### src/rtl/maze_player_ctrl.sv
// Player movement controller: debounces four direction buttons, checks each move
// against the maze wall bitmaps, and hands new cell coordinates to the sprite renderer.
module maze_player_ctrl #(
  parameter int unsigned DEBOUNCE_CYCLES = 250000,
  parameter int unsigned CELL_SIZE       = 20,
  parameter int unsigned X_ORIGIN        = 20,
  parameter int unsigned Y_ORIGIN        = 10,
  parameter int unsigned START_COL       = 0,
  parameter int unsigned START_ROW       = 0,
  parameter int unsigned GOAL_COL        = 9,
  parameter int unsigned GOAL_ROW        = 14
) (
  input  logic         clk,
  input  logic         rst,
  input  logic         enable,
  input  logic         btn_up,
  input  logic         btn_down,
  input  logic         btn_left,
  input  logic         btn_right,
  input  logic [159:0] h_walls,
  input  logic [164:0] v_walls,
  output logic [3:0]   col,
  output logic [3:0]   row,
  output logic [8:0]   x,
  output logic [8:0]   y,
  output logic [8:0]   prev_x,
  output logic [8:0]   prev_y,
  output logic         pos_valid,
  input  logic         pos_ready,
  output logic         blocked,
  output logic         win
);

  localparam int unsigned        CNT_W    = $clog2(DEBOUNCE_CYCLES + 1);
  localparam logic [CNT_W-1:0]   CNT_LAST = CNT_W'(DEBOUNCE_CYCLES - 1);
  localparam logic [8:0]         X0       = 9'(X_ORIGIN);
  localparam logic [8:0]         Y0       = 9'(Y_ORIGIN);
  localparam logic [8:0]         CELL     = 9'(CELL_SIZE);
  localparam logic [8:0]         START_X  = 9'(X_ORIGIN + START_COL * CELL_SIZE);
  localparam logic [8:0]         START_Y  = 9'(Y_ORIGIN + START_ROW * CELL_SIZE);

  typedef enum logic [1:0] {IDLE, CHECK, MOVE, NOTIFY} state_t;
  typedef enum logic [1:0] {DIR_UP, DIR_DOWN, DIR_LEFT, DIR_RIGHT} dir_t;

  // Button vector order: [3]=up [2]=down [1]=left [0]=right
  logic [3:0]       btn_raw;
  logic [3:0]       sync1_q, sync1_d, sync2_q, sync2_d;
  logic [3:0]       db_q, db_d, db_prev_q, db_prev_d;
  logic [CNT_W-1:0] cnt_q [4];
  logic [CNT_W-1:0] cnt_d [4];
  logic [3:0]       press;

  assign btn_raw = {btn_up, btn_down, btn_left, btn_right};

  always_comb begin
    sync1_d   = btn_raw;
    sync2_d   = sync1_q;
    db_prev_d = db_q;
    db_d      = db_q;
    for (int unsigned i = 0; i < 4; i++) begin
      cnt_d[i] = '0;
      if (sync2_q[i] != db_q[i]) begin
        if (cnt_q[i] == CNT_LAST) db_d[i] = ~db_q[i];
        else                      cnt_d[i] = cnt_q[i] + CNT_W'(1);
      end
    end
  end

  assign press = db_q & ~db_prev_q;

  always_ff @(posedge clk) begin
    if (!rst) begin
      sync1_q   <= '0;
      sync2_q   <= '0;
      db_q      <= '0;
      db_prev_q <= '0;
      for (int unsigned i = 0; i < 4; i++) cnt_q[i] <= '0;
    end else begin
      sync1_q   <= sync1_d;
      sync2_q   <= sync2_d;
      db_q      <= db_d;
      db_prev_q <= db_prev_d;
      for (int unsigned i = 0; i < 4; i++) cnt_q[i] <= cnt_d[i];
    end
  end

  state_t     state_q, state_d;
  dir_t       dir_q, dir_d;
  logic [3:0] col_q, col_d, row_q, row_d;
  logic [8:0] x_q, x_d, y_q, y_d, px_q, px_d, py_q, py_d;
  logic       pos_valid_q, pos_valid_d, win_q, win_d;

  logic [7:0] row_ext, col_ext;
  logic [7:0] h_up_idx, h_dn_idx, v_lf_idx, v_rt_idx;
  logic [3:0] tgt_col, tgt_row;
  logic       legal, ack;

  // Flattened wall indices; row/line 0 and column/segment 0 sit at the MSB end.
  assign row_ext  = {4'd0, row_q};
  assign col_ext  = {4'd0, col_q};
  assign h_up_idx = 8'd159 - row_ext * 8'd10 - col_ext;
  assign h_dn_idx = 8'd149 - row_ext * 8'd10 - col_ext;
  assign v_lf_idx = 8'd164 - row_ext * 8'd11 - col_ext;
  assign v_rt_idx = 8'd163 - row_ext * 8'd11 - col_ext;

  always_comb begin
    tgt_col = col_q;
    tgt_row = row_q;
    legal   = 1'b0;
    case (dir_q)
      DIR_UP: begin
        tgt_row = row_q - 4'd1;
        legal   = (row_q != 4'd0) && !h_walls[h_up_idx];
      end
      DIR_DOWN: begin
        tgt_row = row_q + 4'd1;
        legal   = (row_q != 4'd14) && !h_walls[h_dn_idx];
      end
      DIR_LEFT: begin
        tgt_col = col_q - 4'd1;
        legal   = (col_q != 4'd0) && !v_walls[v_lf_idx];
      end
      default: begin
        tgt_col = col_q + 4'd1;
        legal   = (col_q != 4'd9) && !v_walls[v_rt_idx];
      end
    endcase
  end

  always_comb begin
    state_d     = state_q;
    dir_d       = dir_q;
    col_d       = col_q;
    row_d       = row_q;
    x_d         = x_q;
    y_d         = y_q;
    px_d        = px_q;
    py_d        = py_q;
    pos_valid_d = pos_valid_q;
    win_d       = win_q;
    blocked     = 1'b0;
    ack         = pos_valid_q && pos_ready;
    if (ack) pos_valid_d = 1'b0;
    case (state_q)
      IDLE: begin
        if (enable && !pos_valid_q && (|press)) begin
          state_d = CHECK;
          if      (press[3]) dir_d = DIR_UP;
          else if (press[2]) dir_d = DIR_DOWN;
          else if (press[1]) dir_d = DIR_LEFT;
          else               dir_d = DIR_RIGHT;
        end
      end
      CHECK: begin
        // Position registers load on the CHECK->MOVE edge so the new cell,
        // pos_valid and win are all visible during the MOVE cycle.
        if (legal) begin
          col_d       = tgt_col;
          row_d       = tgt_row;
          px_d        = x_q;
          py_d        = y_q;
          x_d         = X0 + {5'd0, tgt_col} * CELL;
          y_d         = Y0 + {5'd0, tgt_row} * CELL;
          pos_valid_d = 1'b1;
          if (tgt_col == 4'(GOAL_COL) && tgt_row == 4'(GOAL_ROW)) win_d = 1'b1;
          state_d     = MOVE;
        end else begin
          blocked = 1'b1;
          state_d = IDLE;
        end
      end
      MOVE:    state_d = ack ? IDLE : NOTIFY;
      NOTIFY:  if (ack) state_d = IDLE;
      default: state_d = IDLE;
    endcase
  end

  always_ff @(posedge clk) begin
    if (!rst) begin
      state_q     <= IDLE;
      dir_q       <= DIR_UP;
      col_q       <= 4'(START_COL);
      row_q       <= 4'(START_ROW);
      x_q         <= START_X;
      y_q         <= START_Y;
      px_q        <= START_X;
      py_q        <= START_Y;
      pos_valid_q <= 1'b1;
      win_q       <= 1'b0;
    end else begin
      state_q     <= state_d;
      dir_q       <= dir_d;
      col_q       <= col_d;
      row_q       <= row_d;
      x_q         <= x_d;
      y_q         <= y_d;
      px_q        <= px_d;
      py_q        <= py_d;
      pos_valid_q <= pos_valid_d;
      win_q       <= win_d;
    end
  end

  assign col       = col_q;
  assign row       = row_q;
  assign x         = x_q;
  assign y         = y_q;
  assign prev_x    = px_q;
  assign prev_y    = py_q;
  assign pos_valid = pos_valid_q;
  assign win       = win_q;

endmodule
### config.mk
export PLATFORM = sky130hd
export DESIGN_NAME = maze_player_ctrl
export DESIGN_NICKNAME = d
export VERILOG_FILES = /design/src/rtl/maze_player_ctrl.sv
export SDC_FILE = /design/constraint.sdc
export NUM_CORES = 1
export LEC_CHECK = 0
export CORE_MARGIN = 2
export CORE_UTILIZATION = 53
export CTS_CLUSTER_SIZE = 14
export DETAILED_ROUTE_END_ITERATION = 8
export PLACE_DENSITY = 0.86
export SYNTH_ARGS = -nofsm -noshare
export SYNTH_HDL_FRONTEND = slang
export SYNTH_SLANG_ARGS = --single-unit
### constraint.sdc
create_clock -name clk -period 15.15 [get_ports clk]
set_input_delay 1.515 -clock clk [delete_from_list [all_inputs] [get_ports clk]]
set_output_delay 1.515 -clock clk [all_outputs]
set_load 0.05 [all_outputs]
Word level (Yosys, flattened, before mapping)
Memories as Yosys holds them, arrays and structs flattened.
Cells that the tools add are included.
{"block": "op_classes", "n_mux": 38, "eq_ne": 19, "n_lt_le_gt_ge": 4, "add_sub_neg": 18, "n_bitwise": 10, "reduce_logical": 27, "multipliers": 4}
{"op": "two-way mux 18 bit", "count": 12}
{"op": "adder 18 x 1 -> 18 bit, second input constant", "count": 4}
{"op": "equality test 18 bit, second input constant", "count": 4}
{"op": "< comparator 8 x 9 -> 1 bit, second input constant", "count": 4}
{"op": "binary-select mux 1 bit (select 8 bit)", "count": 4}
{"op": "subtractor 8 x 4 -> 8 bit", "count": 4}
{"op": "subtractor 8 bit, first input constant", "count": 4}
{"op": "multiplier 4 x 3 -> 7 bit, second input constant", "count": 3}
{"op": "one-hot mux 4 bit (2 select lines)", "count": 2}
{"op": "AND reduction 2 bit", "count": 7}
{"op": "two-way mux 1 bit", "count": 12}
{"op": "two-way mux 2 bit", "count": 6}
{"op": "adder 4 x 9 -> 9 bit, first input constant", "count": 1}
{"op": "adder 5 x 9 -> 9 bit, first input constant", "count": 1}
{"op": "adder 4 x 1 -> 4 bit, second input constant", "count": 2}
{"op": "equality test 4 bit, second input constant", "count": 2}
{"op": "logical AND 1 bit", "count": 8}
{"op": "multiplier 4 x 4 -> 8 bit, second input constant", "count": 1}
{"op": "inequality test 4 bit, second input constant", "count": 2}
{"op": "one-hot mux 2 bit (4 select lines)", "count": 1}
{"op": "nonzero test 4 bit", "count": 2}
{"op": "subtractor 4 x 1 -> 4 bit, second input constant", "count": 2}
{"op": "equality test 2 bit, second input constant", "count": 3}
{"op": "zero test 1 bit", "count": 5}
{"op": "12 further kinds", "count": 24}
{"block": "totals", "ramBits": 72, "elab_cells": 138, "mem_count": 1, "register_bits": 66}
{"name": "cnt_q", "words": 4, "word_bits": 18, "rd": 4, "rd_ports_with_merged_regs": 0, "wr": 4, "line": "49", "rtl": "logic [CNT_W-1:0] cnt_q [4];"}

Depth between registers and ports, before layout
Gate-level depths: netlist of run 1.
{"block": "depth", "word_depth": 10, "mapped_depth": 23}

Worst setup path before layout of run 1
No wires, ideal clock.
{"block": "synth_path", "kind": "register to output", "startpoint": "register row_q[0] (netlist: row[0])", "endpoint": "output blocked", "arrival_time_ps": 5681, "path_slack_ps": 7954, "stages_incl_launch_ff": 16, "path_buffers": 6, "required_ps": 13635, "path_cell_list": "dfxtp_1 inv_1 ha_1 buf_2 buf_2 buf_2 inv_1 fa_1 buf_2 buf_2 buf_2 mux4_2 or3b_1 a31o_2 or3_1 a21oi_1"}
{"block": "synth_via", "elab_chain_cells": 10, "word_cells_on_any_way": 31, "classes_between": "add/sub (8); mul (2); eq/ne (1); mux (11); reduce/logical (9)"}
{"item": "from (decl)", "line": "89", "rtl": "logic [3:0] col_q, col_d, row_q, row_d;"}
{"item": "from (signal assigned)", "line": "183", "rtl": "row_q <= 4'(START_ROW);"}
{"item": "from (signal assigned)", "line": "194", "rtl": "row_q <= row_d;"}
{"item": "multiplier 4 x 4 -> 8 bit or multiplier 4 x 3 -> 7 bit (tied branches)"}
{"item": "subtractor 8 bit, on equally long branches"}
{"item": "subtractor 8 x 4 -> 8 bit, on equally long branches"}
{"item": "binary-select mux 1 bit (select 8 bit), on equally long branches"}
{"item": "two-way mux 1 bit, on equally long branches"}
{"item": "zero test 1 bit, on equally long branches"}
{"item": "logical AND 1 bit, on equally long branches"}
{"item": "one-hot mux 1 bit (3 select lines) (*)", "line": "110", "rtl": "case (dir_q)"}
{"item": "two-way mux 1 bit (*)", "line": "157", "rtl": "if (legal) begin"}
{"item": "two-way mux 1 bit (*)", "line": "144", "rtl": "case (state_q)"}
{"item": "to (decl)", "line": "30", "rtl": "output logic blocked,"}
Mark *: on every way between the ends. The rest lies on a longest branch, timed or not. The select of a mux whose other input is x is not followed.

Worst setup path after layout of run 1
Ends and elaborated chain as after synthesis.

==> metrics.json, run 1 <==
{
  "status": {"value": "complete, no violations"},
  "dieArea": {"value": 0.0257, "unit": "mm2"},
  "power.static_leakage": {"value": 6.09, "unit": "nW"},
  "post_cts_resized": {"value": 0},
  "netlist_area": {"value": 0.0129, "unit": "mm2"},
  "area_fraction_in_compound_gates_after_synthesis": {"value": 7.06, "unit": "%"},
  "rsz0062_at_grt": {"value": "no"},
  "share_clk_of_total_power": {"value": 46.1, "unit": "%"},
  "worst-endpoint-required": {"value": 13640, "unit": "ps"},
  "synth_top_family_by_area": {"value": "multiplexers"},
  "fin_setup_tns": {"value": 0, "unit": "ps"},
  "swShare": {"value": 22.5, "unit": "%"},
  "postSynthAreaPerCell": {"value": 10.4, "unit": "um2"},
  "dr.pass1.iters": {"value": 7},
  "gr-usage-all-layers": {"value": 31.2, "unit": "%"},
  "count_of_final_max_slew_check_failures": {"value": 0},
  "drt_drc_violations_left": {"value": 0},
  "fmax": {"value": 119, "unit": "MHz"},
  "cts-buffers-inserted": {"value": 17},
  "place.detailed.hpwl": {"value": 32400, "unit": "um"},
  "max_slew_margin": {"value": 37.6, "unit": "%"},
  "placeableCoreArea": {"value": 0.0242, "unit": "mm2"},
  "critical_path_peak_fanout": {"value": 55},
  "place_worst_setup_slack": {"value": 7220, "unit": "ps"},
  "irDropWorstVdd": {"value": 0.0000825, "unit": "V"},
  "cap_viol_max_count": {"value": 0},
  "final_cell_count_no_fill": {"value": 1909},
  "crit_type": {"value": "flop to output port"},
  "first_global_vias": {"value": 12200},
  "avgRoutedWirePerCell": {"value": 21.1, "unit": "um"},
  "hold_viol": {"value": 0},
  "p_comb_share": {"value": 17.8, "unit": "%"},
  "power.switching": {"value": 0.000213, "unit": "W"},
  "hold_start": {"value": "sync1_q[1]$_SDFF_PN0_"},
  "final-seq-area": {"value": 0.00259, "unit": "mm2"},
  "cts.sink_count": {"value": 129},
  "critical_path.reg2reg.startpoint": {"value": "row[0]$_SDFFE_PN0P_"},
  "insertedDiodeCount": {"value": 0},
  "numPortBuffers": {"value": 371},
  "internal-power": {"value": 0.000733, "unit": "W"},
  "drt_first_iter_violations": {"value": 993},
  "post_synth_fa_ha_maj_area_fraction": {"value": 7.44, "unit": "%"},
  "clk_path_buf_depth": {"value": 2},
  "crit_start": {"value": "row[0]$_SDFFE_PN0P_"},
  "postCtsHoldBufs": {"value": 0},
  "period_share": {"value": 55.5, "unit": "%"},
  "boundaryPins": {"value": 380},
  "final_nets": {"value": 1976},
  "cts_tree": {"value": "yes"},
  "chipHeight": {"value": 160, "unit": "um"},
  "power_density": {"value": 54.4, "unit": "mW/mm2"},
  "clk_root_buffer_cell": {"value": "clkbuf_16"},
  "grt.overflow.total": {"value": 0},
  "grt_first_pass_wirelength": {"value": 63600, "unit": "um"},
  "finClkSkew": {"value": 9.42, "unit": "ps"},
  "detail-route-antenna-nets": {"value": 0},
  "cts_htree_levels": {"value": 4},
  "min_delay_path_class": {"value": "flop to flop"},
  "async_reset_ff_share": {"value": 0, "unit": "%"},
  "multi_input_comb_area": {"value": 0.00975, "unit": "mm2"},
  "area_growth": {"value": 34.4, "unit": "%"},
  "gp_routability_congestion": {"value": 0.978},
  "synth_seq_cells": {"value": 129},
  "via_count": {"value": 11800},
  "worst_skew_pair.late_latency": {"value": 420, "unit": "ps"},
  "setup_viol": {"value": 0},
  "seq_power_share": {"value": 36.1, "unit": "%"},
  "clkSlewWorstSetupHoldPaths": {"value": 60, "unit": "ps"},
  "timing.reg2reg.setup_slack": {"value": 8610, "unit": "ps"},
  "cp.arrival": {"value": 6900, "unit": "ps"},
  "std_cell_rows": {"value": 57},
  "ys_seq_area_share": {"value": 20.0, "unit": "%"},
  "initial_standard_cell_utilization_of_the_core": {"value": 53.5, "unit": "%"},
  "synth-warning-count": {"value": 0},
  "setup_slack": {"value": 6730, "unit": "ps"},
  "end_kind": {"value": "output port"},
  "synth-simple-area-share": {"value": 15.1, "unit": "%"},
  "post_synthesis_xor_xnor_area_fraction": {"value": 8.42, "unit": "%"},
  "wirelength": {"value": 40200, "unit": "um"},
  "antenna_violations_before_repair": {"value": 1},
  "maximum_number_of_pins_on_one_net_before_global_route_repair": {"value": 78},
  "worstSetupStartpointType": {"value": "flop"},
  "post_route_cells_drive_above_1_share": {"value": 16.1, "unit": "%"},
  "number_of_fill_cells_in_the_layout": {"value": 1723},
  "synth_top_flop_cell": {"value": "dfxtp_1"},
  "synthDistinctLibCells": {"value": 77},
  "synth_mux_area_share": {"value": 36.8, "unit": "%"},
  "detail_route.vias_per_cell": {"value": 6.18},
  "dpl.cell_count": {"value": 1877},
  "synth-edff-count": {"value": 0},
  "worstMarginPinSlew": {"value": 935, "unit": "ps"},
  "cells_after_synth": {"value": 1245},
  "die_x": {"value": 160, "unit": "um"},
  "period_minus_ws_final": {"value": 8420, "unit": "ps"},
  "postCtsSetupBuffers": {"value": 0}
}
==> routing by layer <==
metal | track usage, % | vias to the layer above | wire, um
met4 | 12.8 | 2 | 1730
met2 | 55.2 | 602 | 20700
met3 | 6.68 | 123 | 3120
met5 | 0 | - | 11
met1 | 36.9 | 5717 | 14700
li1 | - | 5348 | -
==> area by class of cell <==
| class | count | area share, % |
|---|---|---|
| clock buffers | 18 | 2.47 |
| clock inverters | 14 | 1.17 |
| inverters | 58 | 1.25 |
| multi-input cells | 983 | 56.1 |
| flip-flops and latches | 129 | 14.9 |
| well taps | 324 | 2.33 |
| repair buffers | 383 | 21.8 |
==> placed cells by master (no fill, tap or decap), drive strengths merged, types with 8 or more instances in the layout <==
master         instances
a21o                   9
a21oi                 29
and2                  15
and3                  12
buf                   13
clkbuf                18
clkdlybuf4s50        370
conb                   8
dfxtp                129
fa                    10
ha                    61
inv                   61
mux2                  12
mux2i                 55
mux4                 181
nand2                103
nand2b                 9
nand3                 61
nand3b                 8
nand4                 17
nor2                 117
nor2b                 14
nor3                  12
nor4                  10
o21ai                 31
xnor2                 57
xor2                  60
==> critical path, stage by stage, from the launching register on <==
cell and delay, ps:
dfxtp_1 630, inv_1 240, ha_2 370, buf_4 540, inv_1 360, fa_1 1120, buf_4 390, mux4_2 230
nor2b_1 140, a211oi_1 70, a211o_1 350, nor4_1 240, nor4_1 90, a31o_2 260, or3_1 380, a21oi_1 150
clkdlybuf4s50_1 880
==> final timing paths <==
kind	endpoint	depth (start not counted)
worst max-delay path	blocked	16
worst min-delay path	sync2_q[1]$_SDFF_PN0_	1
worst max register to register	x[5]$_SDFFE_PN0P_	15
worst min register to register	sync2_q[1]$_SDFF_PN0_	1
==> cells by family (layout without fill, tap and decap cells) <==
logic type / count (synthesis) / count (layout)
DFF: 129 / 129
buffers and inverters: 139 / 473
and+or+nand+nor: 404 / 404
AOI/OAI and AO/OA: 133 / 133
xor gates and xnor gates: 119 / 119
other: 2 / 8
muxes: 248 / 248
adders and majority gates: 71 / 71
==> flip-flops by register name (all words and copies together), names as in the netlist <==
signal,count
cnt_q,72
prev_x,7
prev_y,7
x,7
y,6
col,4
db_prev_d,4
db_prev_q,4
row,4
sync1_q,4
sync2_q,4
dir_q,2
state_q,2
pos_valid,1
win,1
==> power groups by stage <==
stage	sequential (W)	combinational, W	clock, W
6_report	0.000342	0.000169	0.000436
5_1_grt	0.000341	0.000176	0.000456
4_1_cts	0.000342	0.000167	0.000441
3_5_place_dp	0.000349	0.000166	0
3_3_place_gp	0.000349	0.000162	0
2_1_floorplan	0.000350	0.0000561	0
==> synthesized netlist by cell type, types with 3 or more instances <==
cell	n	area, um2
o31ai_1	4	30.0
fa_1	10	200
nand3_1	61	305
nor4b_1	4	35.0
o211ai_1	3	22.5
nor2b_1	14	87.6
a31o_2	4	35.0
nor2_1	116	435
nor3b_1	3	22.5
buf_2	27	135
inv_1	58	218
buf_6	6	67.6
o21ai_0	28	140
and4_1	5	43.8
o21ai_1	3	15.0
a21oi_1	28	140
a211oi_1	5	37.5
nor3_1	12	60.1
xor2_1	60	526
buf_1	6	22.5
o21a_1	7	52.6
mux2i_1	55	551
a311oi_1	3	26.3
mux2_2	12	135
and2_1	15	93.8
and3_1	12	75.1
nand3b_1	8	60.1
a31oi_1	6	37.5
or3_1	4	25.0
ha_1	61	763
a21o_1	9	67.6
xnor2_1	56	490
nor4_1	10	62.6
clkbuf_1	24	90.1
mux4_2	181	4080
nand4_1	17	106
buf_4	18	135
nand2_1	103	387
or4_1	4	30.0
nand2b_1	9	56.3
dfxtp_1	129	2580
==> metrics by stage <==
stage               util (%)  power, W  cell area [um2]  hold slack, ps
floorplan                  -  0.000406            13000             412
global placement        69.3  0.000511            16800             419
detailed placement      69.3  0.000515            16800             422
CTS                     71.9  0.000949            17400             448
global route            71.9  0.000973            17400             468
finish                  71.9  0.000946            17400             441
(Power assumes the default switching activity.)
==> run 2, diff against run 1 <==
--- a/config.mk
+++ b/config.mk
@@ -6,10 +6,10 @@
 export NUM_CORES = 1
 export LEC_CHECK = 0
 export CORE_MARGIN = 2
-export CORE_UTILIZATION = 53
+export CORE_UTILIZATION = 45
 export CTS_CLUSTER_SIZE = 14
 export DETAILED_ROUTE_END_ITERATION = 8
-export PLACE_DENSITY = 0.86
+export PLACE_DENSITY = 0.78
 export SYNTH_ARGS = -nofsm -noshare
 export SYNTH_HDL_FRONTEND = slang
 export SYNTH_SLANG_ARGS = --single-unit
==> constraint.sdc (replaced) <==
create_clock -name clk -period 7.3 [get_ports clk]
set_input_delay 0.73 -clock clk [delete_from_list [all_inputs] [get_ports clk]]
set_output_delay 0.73 -clock clk [all_outputs]
set_load 0.05 [all_outputs]
==> metrics.json, run 2 (synthesis gave the netlist of run 1 again) <==
{
  "worst-endpoint-required": {"value": 6570, "unit": "ps"},
  "detail_route.vias_per_cell": {"value": 5.95},
  "max_slew_margin": {"value": 16.6, "unit": "%"},
  "maximum_number_of_pins_on_one_net_before_global_route_repair": {"value": 78},
  "crit_start": {"value": "row[0]$_SDFFE_PN0P_"},
  "fmax": {"value": 155, "unit": "MHz"},
  "final_nets": {"value": 1976},
  "end_kind": {"value": "output port"},
  "power_density": {"value": 113, "unit": "mW/mm2"},
  "initial_standard_cell_utilization_of_the_core": {"value": 45.3, "unit": "%"},
  "hold_start": {"value": "sync1_q[0]$_SDFF_PN0_"},
  "wirelength": {"value": 40100, "unit": "um"},
  "number_of_fill_cells_in_the_layout": {"value": 2377},
  "grt.overflow.total": {"value": 0},
  "chipHeight": {"value": 174, "unit": "um"},
  "irDropWorstVdd": {"value": 0.000162, "unit": "V"},
  "via_count": {"value": 11700},
  "hold_viol": {"value": 0},
  "boundaryPins": {"value": 380},
  "largest_register_ffs": {"value": 72},
  "hold-path-endpoint": {"value": "sync2_q[0]$_SDFF_PN0_"},
  "postCtsSetupBuffers": {"value": 0},
  "cts-buffers-inserted": {"value": 17},
  "crit_type": {"value": "flop to output port"},
  "finClkSkew": {"value": 6.53, "unit": "ps"},
  "drt_first_iter_violations": {"value": 795},
  "worstSetupStartpointType": {"value": "flop"},
  "most_used_cells_in_the_layout_excluding_fill_and_tap_cells": {"value": "clkdlybuf4s50_1 (369), mux4_2 (181), dfxtp_1 (128)"},
  "gp_routability_congestion": {"value": 0.930},
  "dieArea": {"value": 0.0301, "unit": "mm2"},
  "fin_setup_tns": {"value": 0, "unit": "ps"},
  "regMostFlops": {"value": "cnt_q"},
  "cts_htree_levels": {"value": 4},
  "timing.reg2reg.setup_slack": {"value": 1440, "unit": "ps"},
  "post_route_cells_drive_above_1_share": {"value": 16.2, "unit": "%"},
  "gr-usage-all-layers": {"value": 26.1, "unit": "%"},
  "antenna_violations_before_repair": {"value": 0},
  "status": {"value": "complete, no violations"},
  "place.detailed.hpwl": {"value": 32700, "unit": "um"},
  "rsz0062_at_grt": {"value": "no"},
  "worst_hold_path.num_cells": {"value": 1},
  "reg2reg_depth": {"value": 15},
  "detail-route-antenna-nets": {"value": 0},
  "die_x": {"value": 174, "unit": "um"},
  "critical_path_peak_fanout": {"value": 14},
  "dr.pass1.iters": {"value": 5},
  "finalCoreUtilization": {"value": 61.2, "unit": "%"},
  "critical_path.reg2reg.startpoint": {"value": "row[0]$_SDFFE_PN0P_"},
  "clkSlewWorstSetupHoldPaths": {"value": 60, "unit": "ps"},
  "first_global_vias": {"value": 12000},
  "worst_skew_pair.late_latency": {"value": 410, "unit": "ps"},
  "crit-reg2reg-capture": {"value": "prev_y[7]$_SDFFE_PN0P_"},
  "grt_first_pass_wirelength": {"value": 62600, "unit": "um"},
  "post_cts_resized": {"value": 0},
  "postCtsHoldBufs": {"value": 0},
  "period_share": {"value": 88.1, "unit": "%"},
  "cp.arrival": {"value": 5700, "unit": "ps"},
  "area_growth": {"value": 35.1, "unit": "%"},
  "drt_drc_violations_left": {"value": 0},
  "cts.sink_count": {"value": 129},
  "power.static_leakage": {"value": 6.10, "unit": "nW"},
  "insertedDiodeCount": {"value": 0},
  "cap_viol_max_count": {"value": 0},
  "min_delay_path_class": {"value": "flop to flop"},
  "period_minus_ws_final": {"value": 6430, "unit": "ps"},
  "count_of_final_max_slew_check_failures": {"value": 0},
  "std_cell_rows": {"value": 62},
  "clk_path_buf_depth": {"value": 2},
  "cts_tree": {"value": "yes"},
  "placeableCoreArea": {"value": 0.0285, "unit": "mm2"},
  "clk_root_buffer_cell": {"value": "clkbuf_16"},
  "avgRoutedWirePerCell": {"value": 20.3, "unit": "um"},
  "final_cell_count_no_fill": {"value": 1969},
  "worstMarginPinSlew": {"value": 1250, "unit": "ps"},
  "layout.cells.most_common": {"value": "clkdlybuf4s50_1"},
  "dpl.cell_count": {"value": 1937},
  "numPortBuffers": {"value": 371},
  "setup_viol": {"value": 0}
}
run 2: critical path, cell delays in order (launching register included):
cell and delay, ps:
dfxtp_1 600, ha_1 330, ha_1 330, fa_1 570
inv_1 50, ha_1 260, ha_1 480, xor2_2 700
mux4_2 590, nand2_1 80, a21oi_1 70, nand3b_1 180
a22o_1 200, o21ai_1 450, a21oi_1 200, buf_12 200
run 2: metal layers:
metal  wire length, um  vias to the layer above  GRT usage [%]
li1                  -                     5363              -
met1             14900                     5701           31.6
met2             20700                      567           46.3
met3              3250                       88           5.72
met4              1270                        0           8.54
met5                 0                        -              0
run 2: cell type report:
cell class	instances	area [um2]	share of cell area, %
Clock buffer	18	439	2.51
Clock inverter	14	201	1.15
Inverter	58	218	1.25
Multi-Input combinational cell	983	9750	55.8
Sequential cell	129	2590	14.8
Tap cell	384	480	2.75
Timing Repair Buffer	383	3810	21.8
run 2: report_power, final:
group / total (W) / leakage [nW] / switching (W) / internal [W]
clock network: 0.000909 / 0.308 / 0.000324 / 0.000585
logic: 0.000349 / 4.75 / 0.000110 / 0.000239
registers: 0.000709 / 1.04 / 0.00000187 / 0.000707
total: 0.00197 / 6.10 / 0.000436 / 0.00153
run 2: how the worst max path moves through the flow:
stage               cells after the start  slack (ps)  endpoint
detailed placement                     15        1320   blocked
CTS                                    15         850   blocked
global placement                       15        1420   blocked
global route                           15         550   blocked
finish                                 15         870   blocked
floorplan                              15         890   blocked
run 2: per-stage QoR:
step | setup WS [ps] | power [W] | area (um2) | hold WS, ps
2_1_floorplan | 889 | 0.000842 | 13000 | 412
3_3_place_gp | 1420 | 0.00106 | 16800 | 422
3_5_place_dp | 1320 | 0.00107 | 16800 | 421
4_1_cts | 847 | 0.00198 | 17500 | 443
5_1_grt | 547 | 0.00203 | 17500 | 465
6_report | 867 | 0.00197 | 17500 | 439
==> run 3, diff against run 2 <==
--- a/config.mk
+++ b/config.mk
@@ -13,3 +13,4 @@
 export SYNTH_ARGS = -nofsm -noshare
 export SYNTH_HDL_FRONTEND = slang
 export SYNTH_SLANG_ARGS = --single-unit
+export TNS_END_PERCENT = 1
==> results of run 3 <==
The final DEF is identical to that of run 2; final timing and power are the same.
